## src/rtl/cla5_bist_delay.sv

```systemverilog
// Valid + vector shift register. It carries each driven operand vector
// forward so that it arrives at the comparator together with the adder
// result for that vector.
//   clk, rst_n : clock, asynchronous active-low reset
//   in_valid   : stage-0 valid (high only while vectors are being driven)
//   in_vec     : vector currently presented to the adder
//   out_valid  : last stage valid
//   out_vec    : last stage vector
module cla5_bist_delay #(
  parameter int VW    = 11,
  parameter int DEPTH = 1
) (
  input  logic          clk,
  input  logic          rst_n,
  input  logic          in_valid,
  input  logic [VW-1:0] in_vec,
  output logic          out_valid,
  output logic [VW-1:0] out_vec
);

  logic          valid_q [DEPTH];
  logic [VW-1:0] vec_q   [DEPTH];

  always_ff @(posedge clk or negedge rst_n) begin
    if (!rst_n) begin
      for (int i = 0; i < DEPTH; i++) begin
        valid_q[i] <= 1'b0;
        vec_q[i]   <= '0;
      end
    end else begin
      valid_q[0] <= in_valid;
      vec_q[0]   <= in_vec;
      for (int i = 1; i < DEPTH; i++) begin
        valid_q[i] <= valid_q[i-1];
        vec_q[i]   <= vec_q[i-1];
      end
    end
  end

  assign out_valid = valid_q[DEPTH-1];
  assign out_vec   = vec_q[DEPTH-1];

endmodule

```

## config.mk

```make
export PLATFORM = sky130hd
export DESIGN_NAME = cla5_bist_delay
export DESIGN_NICKNAME = d
export VERILOG_FILES = /design/src/rtl/cla5_bist_delay.sv
export SDC_FILE = /design/constraint.sdc
export NUM_CORES = 1
export LEC_CHECK = 0
export BUFFER_PORTS_ARGS = -buffer_cell sky130_fd_sc_hd__buf_2
export CAP_MARGIN = 10
export CORE_AREA = 5 5 42 44
export DETAILED_ROUTE_END_ITERATION = 8
export DIE_AREA = 0 0 47 49
export GPL_ROUTABILITY_DRIVEN = 0
export GPL_TIMING_DRIVEN = 0
export HOLD_SLACK_MARGIN = 0.1
export PLACE_DENSITY = 0.58
export SETUP_SLACK_MARGIN = 0.5
export SYNTH_ARGS = -nofsm -noshare
export SYNTH_HDL_FRONTEND = slang
export SYNTH_SLANG_ARGS = --single-unit
```

## constraint.sdc

```tcl
create_clock -name clk -period 0.8 [get_ports clk]
set_input_delay 0 -clock clk [delete_from_list [all_inputs] [get_ports clk]]
set_output_delay 0 -clock clk [all_outputs]
set_load 0.03 [all_outputs]
```

; Word level (Yosys, flattened, before mapping)
; Index checks and enable logic that the tools add are counted.
[word_totals]
wordCells = 2
reg_bits = 12

; Depth between registers and ports, before layout
; Gate-level depths: netlist of run 1.
[depth]
word_depth = 0
mapped_depth = 0
depth_no_buf = 0

; Worst setup path before layout of run 1
; OpenSTA, ideal clock, no wires.
[synth_timing]
kind = register to output
startpoint = reg valid_q (netlist: out_valid)
endpoint = out out_valid
n_path_buf = 0
path_slack_ps = 333
stages_incl_launch_ff = 1
t_arrival_ps = 467
path_cell_list = dfrtp_1
[synth_rtl]
columns = element, line
row1 = from (decl), 21  ; logic valid_q [DEPTH];
row2 = "from (signal, indexed assignment)", 34  ; valid_q[i] <= valid_q[i-1];
row3 = to (decl), 17  ; output logic out_valid,
; No word-level cell between the ends.

; Worst setup path after layout of run 1
[layout_timing]
startpoint = reg vec_q (netlist bit out_vec[9])
endpoint = out out_vec[9]
[layout_rtl]
columns = element, line
row1 = from (decl), 22  ; logic [VW-1:0] vec_q [DEPTH];
row2 = "from (signal, indexed assignment)", 35  ; vec_q[i] <= vec_q[i-1];
row3 = to (decl), 18  ; output logic [VW-1:0] out_vec
; No word-level cell between the ends.

==> reports/qor.yml, run 1 <==
viasPerCell: 3.754
diodes: 0
max_slew.worst_pin.slew_ns: 0.2611
worstSetupStartpointType: "flop"
drive_gt1_share_pct: 100.0
root_buffer: "clkbuf_4"
grt_pass1_vias: 261
end_kind: "output port"
clockBufferDepth: 2
leakage_nw: 0.2726
syn_area_per_cell_um2: 25.02
fin_crit_sh_pct: 100.2
io_buffer_count: 25
cap_violations: 0
synth_seq_cells: 12
clkSinkCount: 12
setup_ws_ns: -0.001427
clk_pin_slew_ns: 0.07
die_w_um: 47
dieArea_um2: 2303
setup_violations: 1
syn_area_um2: 300.3
ir_drop_mv: 0.9227
final_cell_mix: "buf_2 (13), dfrtp_2 (12), buf_6 (12), clkbuf_4 (3), clkbuf_8 (1)"
drc: 0
final.setup.tns_ns: -0.001427
path_max_fanout: 1
crit_type: "flop to output port"
stdcell_count: 57
critPathArrivalTime_ns: 0.80
fin_crit_ns: 0.8014
fillerInstances: 145
ff_latch_area_um2: 315.3
die_y_um: 49
ys_warn_count: 0
io_pins: 26
worstHoldPathType: "input pin to async pin"
grt_antenna_before_repair: 0
total_power_mw: 1.291
core_um2: 1401
final_common_cell: "buf_2"
post_cts_buffers: 0
grt_max_degree: 13
place_inst: 53
cpPeakStageDelay_ns: 0.40
cts_made_buffers: 3
first_pass_iters: 1
grt_setup_unrepaired: "yes"
p_per_area_nw_per_um2: 2258
synth_cells: 12
area_delta_synth_final_pct: 90.42
final_core_util_pct: 40.80
critPathSlowestCell: "dfrtp_2"
slew_violations: 0
status: "finished, violations left"
wl_per_cell_um: 12.53
dpl_cell_area_um2: 460.4
critPathTopFamily: "flip-flops"
multiInputGateArea_um2: 0
grt_remaining_overflow: 0
ys_types: 1
syn-num-nets: 26
synth-seq-area-share_pct: 100.0
drt_iter0_drc: 0
required_ns: 0.80
num_rows: 14
violations: "hold timing, setup timing"
vias: 214
initial_core_util_pct: 21.43
h-tree-depth: 1
max_slew_margin_pct: 82.59
startpoint: "out_vec[9]"
ant_nets: 0
hold_violations: 24
nNetsFinal: 56
max_freq_mhz: 1248
cts_tree: "done"
path_cells: "buf_6"
fin_area_um2: 571.8
dp_slack_ns: 0.2565
cp_num_buf_inv: 1
grt_pass1_wl_um: 1166
multi_input_cells: 0
whs_ns: -0.4043
grt_usage_pct: 7.495
routed_wl_um: 714
==> logic make-up after synthesis <==
logic type  count (synthesis)  synth area share [%]
flip-flops                 12                 100.0
==> worst paths after layout <==
check,cells after the start,slack (ns),end
max,1,-0.001,out_vec[9]
min,1,-0.40,out_vec[7]
max in group asynchronous,1,0.98,out_vec[2]
min in group clk,1,-0.16,out_valid
==> report_power, final <==
| group | internal, mW | total, mW | switching (mW) | leakage [nW] |
|---|---|---|---|---|
| combinational | 0.0801 | 0.175 | 0.0954 | 0.124 |
| clock | 0.276 | 0.459 | 0.183 | 0.0210 |
| sequential | 0.642 | 0.656 | 0.0140 | 0.128 |
| total | 0.998 | 1.29 | 0.293 | 0.273 |
==> what timing repair did <==
item,in CTS,in global routing
gates resized for setup,24,0
endpoints found under the setup margin,12,12
hold endpoints to repair,24,24
==> sequential cells by signal, indices dropped and copies added, names as in the netlist <==
signal and count:
out_valid 1, out_vec 11
==> layer usage <==
layer	wire [um]	vias up	track usage [%]
li1	-	94	-
met1	300	92	9.404
met2	224	26	8.597
met3	179	2	4.059
met4	9	0	6.912
met5	0	-	0
==> cell type report <==
class | count | area share (%)
flip-flops and latches | 12 | 55.14
clock buffers | 4 | 6.346
repair buffers | 25 | 35.01
well taps | 16 | 3.501
==> synthesized netlist by cell type (all sizes together) <==
| master | count | share of area [%] |
|---|---|---|
| dfrtp | 12 | 100 |
(Power assumes the default switching activity.)
==> inputs of run 2 (changes only) <==
--- a/config.mk
+++ b/config.mk
@@ -6,8 +6,9 @@
 export NUM_CORES = 1
 export LEC_CHECK = 0
 export BUFFER_PORTS_ARGS = -buffer_cell sky130_fd_sc_hd__buf_2
-export CAP_MARGIN = 10
+export CAP_MARGIN = 20
 export CORE_AREA = 5 5 42 44
+export CTS_BUF_LIST = sky130_fd_sc_hd__clkbuf_4
 export DETAILED_ROUTE_END_ITERATION = 8
 export DIE_AREA = 0 0 47 49
 export GPL_ROUTABILITY_DRIVEN = 0
==> run 2 against run 1 <==
  * The flow still finishes with violations (hold timing, setup timing)
  * Die area unchanged
  * Via count up 0.47%
  * Highest routed layer unchanged
  * Design area down 1.8%
  * Global-route usage unchanged
  * Sequential share of layout area up 0.98 points
  * Critical path depth unchanged
  * Flip-flop and latch count unchanged
  * Combinational power about the same
==> reports/qor.yml, run 2 (synthesis results as in run 1) <==
stdcell_count: 57
grt_setup_unrepaired: "yes"
grt_pass1_vias: 261
max_slew.worst_pin.slew_ns: 0.2605
max_slew_margin_pct: 82.63
slew_violations: 0
die_y_um: 49
dpl_cell_area_um2: 460.4
crit_type: "flop to output port"
ant_nets: 0
final.setup.tns_ns: -0.006248
h-tree-depth: 1
setup_violations: 3
fillerInstances: 145
path_max_fanout: 1
cts_made_buffers: 3
total_power_mw: 1.194
violations: "hold timing, setup timing"
first_pass_iters: 1
dieArea_um2: 2303
multi_input_cells: 0
p_switching_mw: 0.2917
pwr-share-seq_pct: 54.9
whs_ns: -0.4069
setup_ws_ns: -0.003687
p_int_mw: 0.9023
status: "finished, violations left"
hold_violations: 24
drc: 0
io_buffer_count: 25
power.share.clock_pct: 30.4
vias: 215
grt_pass1_wl_um: 1166
end_kind: "output port"
path_cells: "buf_6"
fin_crit_sh_pct: 100.5
cp_num_buf_inv: 1
critPathArrivalTime_ns: 0.80
cap_violations: 0
num_rows: 14
clkSinkCount: 12
critPathSlowestCell: "dfrtp_2"
drive_gt1_share_pct: 97.56
final_common_cell: "buf_2"
clockBufferDepth: 2
core_um2: 1401
grt_max_degree: 13
worstHoldPathType: "input pin to async pin"
grt_remaining_overflow: 0
fin_crit_ns: 0.8037
max_freq_mhz: 1244
viasPerCell: 3.772
io_pins: 26
place_inst: 53
largest_reg_flops: 11
clk_pin_slew_ns: 0.07
critPathTopFamily: "flip-flops"
grt_antenna_before_repair: 0
grt_usage_pct: 7.495
required_ns: 0.80
comb_power_share_pct: 14.7
p_per_area_nw_per_um2: 2125
final_cell_mix: "buf_2 (13), dfrtp_2 (12), buf_6 (12), clkbuf_4 (3), clkinv_1 (1)"
die_w_um: 47
cts_tree: "done"
ir_drop_mv: 0.9278
p_sw_share_pct: 24.43
multiInputGateArea_um2: 0
area_delta_synth_final_pct: 87.08
diodes: 0
routed_wl_um: 717
worstSetupStartpointType: "flop"
root_buffer: "clkbuf_4"
final_core_util_pct: 40.09
cpPeakStageDelay_ns: 0.40
drt_iter0_drc: 0
wl_per_cell_um: 12.58
initial_core_util_pct: 21.43
fin_area_um2: 561.8
nNetsFinal: 56
leakage_nw: 0.2670
==> run 2: cell count changes in the layout (fill, tap and decap cells not counted), sizes merged <==
cell,delta
clkinv,+1
clkbuf,-1
==> run 2: how the worst max path moves through the flow <==
stage                    start  slack [ns]  cells after the start    endpoint
finish              out_vec[9]      -0.004                      1  out_vec[9]
global route        out_vec[1]       -0.05                      1  out_vec[1]
CTS                 out_vec[9]       -0.03                      1  out_vec[9]
detailed placement  out_vec[9]        0.26                      1  out_vec[9]
global placement    out_vec[2]        0.27                      1  out_vec[2]
floorplan            out_valid        0.36                      0   out_valid
==> run 2: metrics by stage <==
step	hold slack, ns	setup WS (ns)
finish	-0.4069	-0.003687
floorplan	-0.2956	0.3570
global placement	-0.1187	0.2654
global route	-0.4106	-0.05202
CTS	-0.4148	-0.02590
detailed placement	-0.1133	0.2565
==> run 2: power by group through the flow <==
stage | Clock, mW | Sequential (mW) | Combinational, mW
floorplan | 0 | 0.729 | 0
global placement | 0 | 0.659 | 0.139
detailed placement | 0 | 0.661 | 0.142
CTS | 0.395 | 0.657 | 0.179
global route | 0.437 | 0.659 | 0.188
finish | 0.363 | 0.656 | 0.175
==> run 2: final cells by class <==
| class | instances | area [um2] | area share (%) |
|---|---|---|---|
| Timing Repair Buffer | 25 | 200.2 | 35.63 |
| Clock inverter | 1 | 3.754 | 0.6682 |
| Clock buffer | 3 | 22.52 | 4.009 |
| Sequential cell | 12 | 315.3 | 56.12 |
| Tap cell | 16 | 20.02 | 3.563 |
==> run 2: repair_timing <==
item,in CTS,in global routing
endpoints found under the setup margin,12,12
hold endpoints to repair,24,24
gates cloned,0,0
pin swaps,0,0
buffers inserted,0,0
resized for setup,24,0
==> run 2: per-layer routing <==
metal	part of all wire, %	vias up	track usage, %	wire (um)
met2	31	26	8.597	225
met1	42	93	9.404	303
li1	-	94	-	-
met3	25	2	4.059	179
met4	1.3	0	6.912	9
met5	0	-	0	0
==> inputs of run 3 (changes only) <==
--- a/config.mk
+++ b/config.mk
@@ -8,7 +8,8 @@
 export BUFFER_PORTS_ARGS = -buffer_cell sky130_fd_sc_hd__buf_2
 export CAP_MARGIN = 20
 export CORE_AREA = 5 5 42 44
-export CTS_BUF_LIST = sky130_fd_sc_hd__clkbuf_4
+export CTS_BUF_LIST = sky130_fd_sc_hd__clkbuf_2
+export CTS_CLUSTER_DIAMETER = 50
 export DETAILED_ROUTE_END_ITERATION = 8
 export DIE_AREA = 0 0 47 49
 export GPL_ROUTABILITY_DRIVEN = 0
==> run 3 against run 2 <==
  * The run still ends with hold timing, setup timing left
  * Combinational power about the same
  * Clock power decreased by 20%
  * Sequential share of layout area increased by 0.76 points
  * Worst hold slack improved by 0.0029 ns
  * Flip-flop and latch count unchanged
  * Maximum frequency decreased by 0.17%
  * Via count unchanged
  * Final cell count unchanged
  * Critical path type unchanged
  * Largest power group unchanged
==> reports/qor.yml, run 3 (synthesis results as in run 1) <==
status: "finished, violations left"
violations: "hold timing, setup timing"
first_pass_iters: 1
root_buffer: "clkbuf_2"
die_w_um: 47
startpoint: "out_vec[9]"
clockBufferDepth: 2
wl_per_cell_um: 12.58
multiInputGateArea_um2: 0
final.setup.tns_ns: -0.01108
critPathTopFamily: "flip-flops"
io_buffer_count: 25
num_rows: 14
path_cells: "buf_6"
setup_violations: 4
drt_iter0_drc: 0
dieArea_um2: 2303
final_core_util_pct: 39.55
critPathSlowestCell: "dfrtp_2"
grt_remaining_overflow: 0
cap_violations: 0
max_freq_mhz: 1242
largest_reg_flops: 11
critPathArrivalTime_ns: 0.81
place_inst: 53
grt_pass1_vias: 261
required_ns: 0.80
cts_tree: "done"
fin_crit_ns: 0.8050
whs_ns: -0.4040
die_y_um: 49
final_common_cell: "buf_2"
grt_usage_pct: 7.495
clk_pin_slew_ns: 0.11
io_pins: 26
ir_drop_mv: 0.8441
crit_type: "flop to output port"
diodes: 0
path_max_fanout: 1
grt_setup_unrepaired: "yes"
vias: 215
viasPerCell: 3.772
fin_crit_sh_pct: 100.6
max_slew_margin_pct: 82.59
grt_antenna_before_repair: 0
final_cell_mix: "buf_2 (13), dfrtp_2 (12), buf_6 (12), clkbuf_2 (3), clkinv_1 (1)"
cp_num_buf_inv: 1
nNetsFinal: 56
worstSetupStartpointType: "flop"
end_kind: "output port"
ant_nets: 0
area_delta_synth_final_pct: 84.58
slew_violations: 0
routed_wl_um: 717
core_um2: 1401
worstHoldPathType: "input pin to async pin"
crit_end: "out_vec[9]"
grt_max_degree: 13
h-tree-depth: 1
multi_input_cells: 0
initial_core_util_pct: 21.43
cp.depth: 1
cts_made_buffers: 3
cpPeakStageDelay_ns: 0.42
leakage_nw: 0.2657
max_slew.worst_pin.slew_ns: 0.2611
drive_gt1_share_pct: 97.56
clkSinkCount: 12
p_per_area_nw_per_um2: 2024
setup_ws_ns: -0.005024
stdcell_count: 57
grt_pass1_wl_um: 1166
drc: 0
hold_violations: 24
## run 3: cell counts in the layout (fill, tap and decap cells not counted)
Identical to the previous run, type by type.
## run 3: cell type report
class / instances / area [um2]
Clock buffer: 3 / 15.01
Clock inverter: 1 / 3.754
Fill cell: 144 / 847.1
Sequential cell: 12 / 315.3
Tap cell: 16 / 20.02
Timing Repair Buffer: 25 / 200.2
## run 3: per-stage QoR
step                setup WS, ns  instance area [um2]  power, mW
floorplan                 0.3570                315.3     0.7287
global placement          0.2654                460.4     0.7978
detailed placement        0.2565                460.4     0.8025
CTS                     -0.04113                554.3      1.157
global route            -0.07721                554.3      1.207
finish                 -0.005024                554.3      1.122
## run 3: repair_timing
item	CTS	global route
buffers inserted	0	0
endpoints found under the setup margin	12	12
pin swaps	0	0
resized for setup	24	0
hold endpoints to repair	24	24
## run 3: how the worst min path moves through the flow
stage | startpoint | depth (start not counted) | to
floorplan | rst_n | 0 | out_valid
global placement | rst_n | 1 | out_vec[8]
detailed placement | rst_n | 1 | out_vec[7]
CTS | rst_n | 1 | out_vec[7]
global route | rst_n | 1 | out_vec[4]
finish | rst_n | 1 | out_vec[7]
## run 3: power by group
part           total, mW  internal, mW  switching [mW]
clock              0.290         0.109           0.182
sequential         0.656         0.642          0.0140
combinational      0.175        0.0801          0.0954
total               1.12         0.831           0.291
## run 3: per-layer routing
| layer | global-route usage (%) | vias to the layer above | routed length (um) |
|---|---|---|---|
| li1 | - | 93 | - |
| met1 | 9.404 | 94 | 303 |
| met2 | 8.597 | 26 | 225 |
| met3 | 4.059 | 2 | 179 |
| met4 | 6.912 | 0 | 9 |
| met5 | 0 | - | 0 |
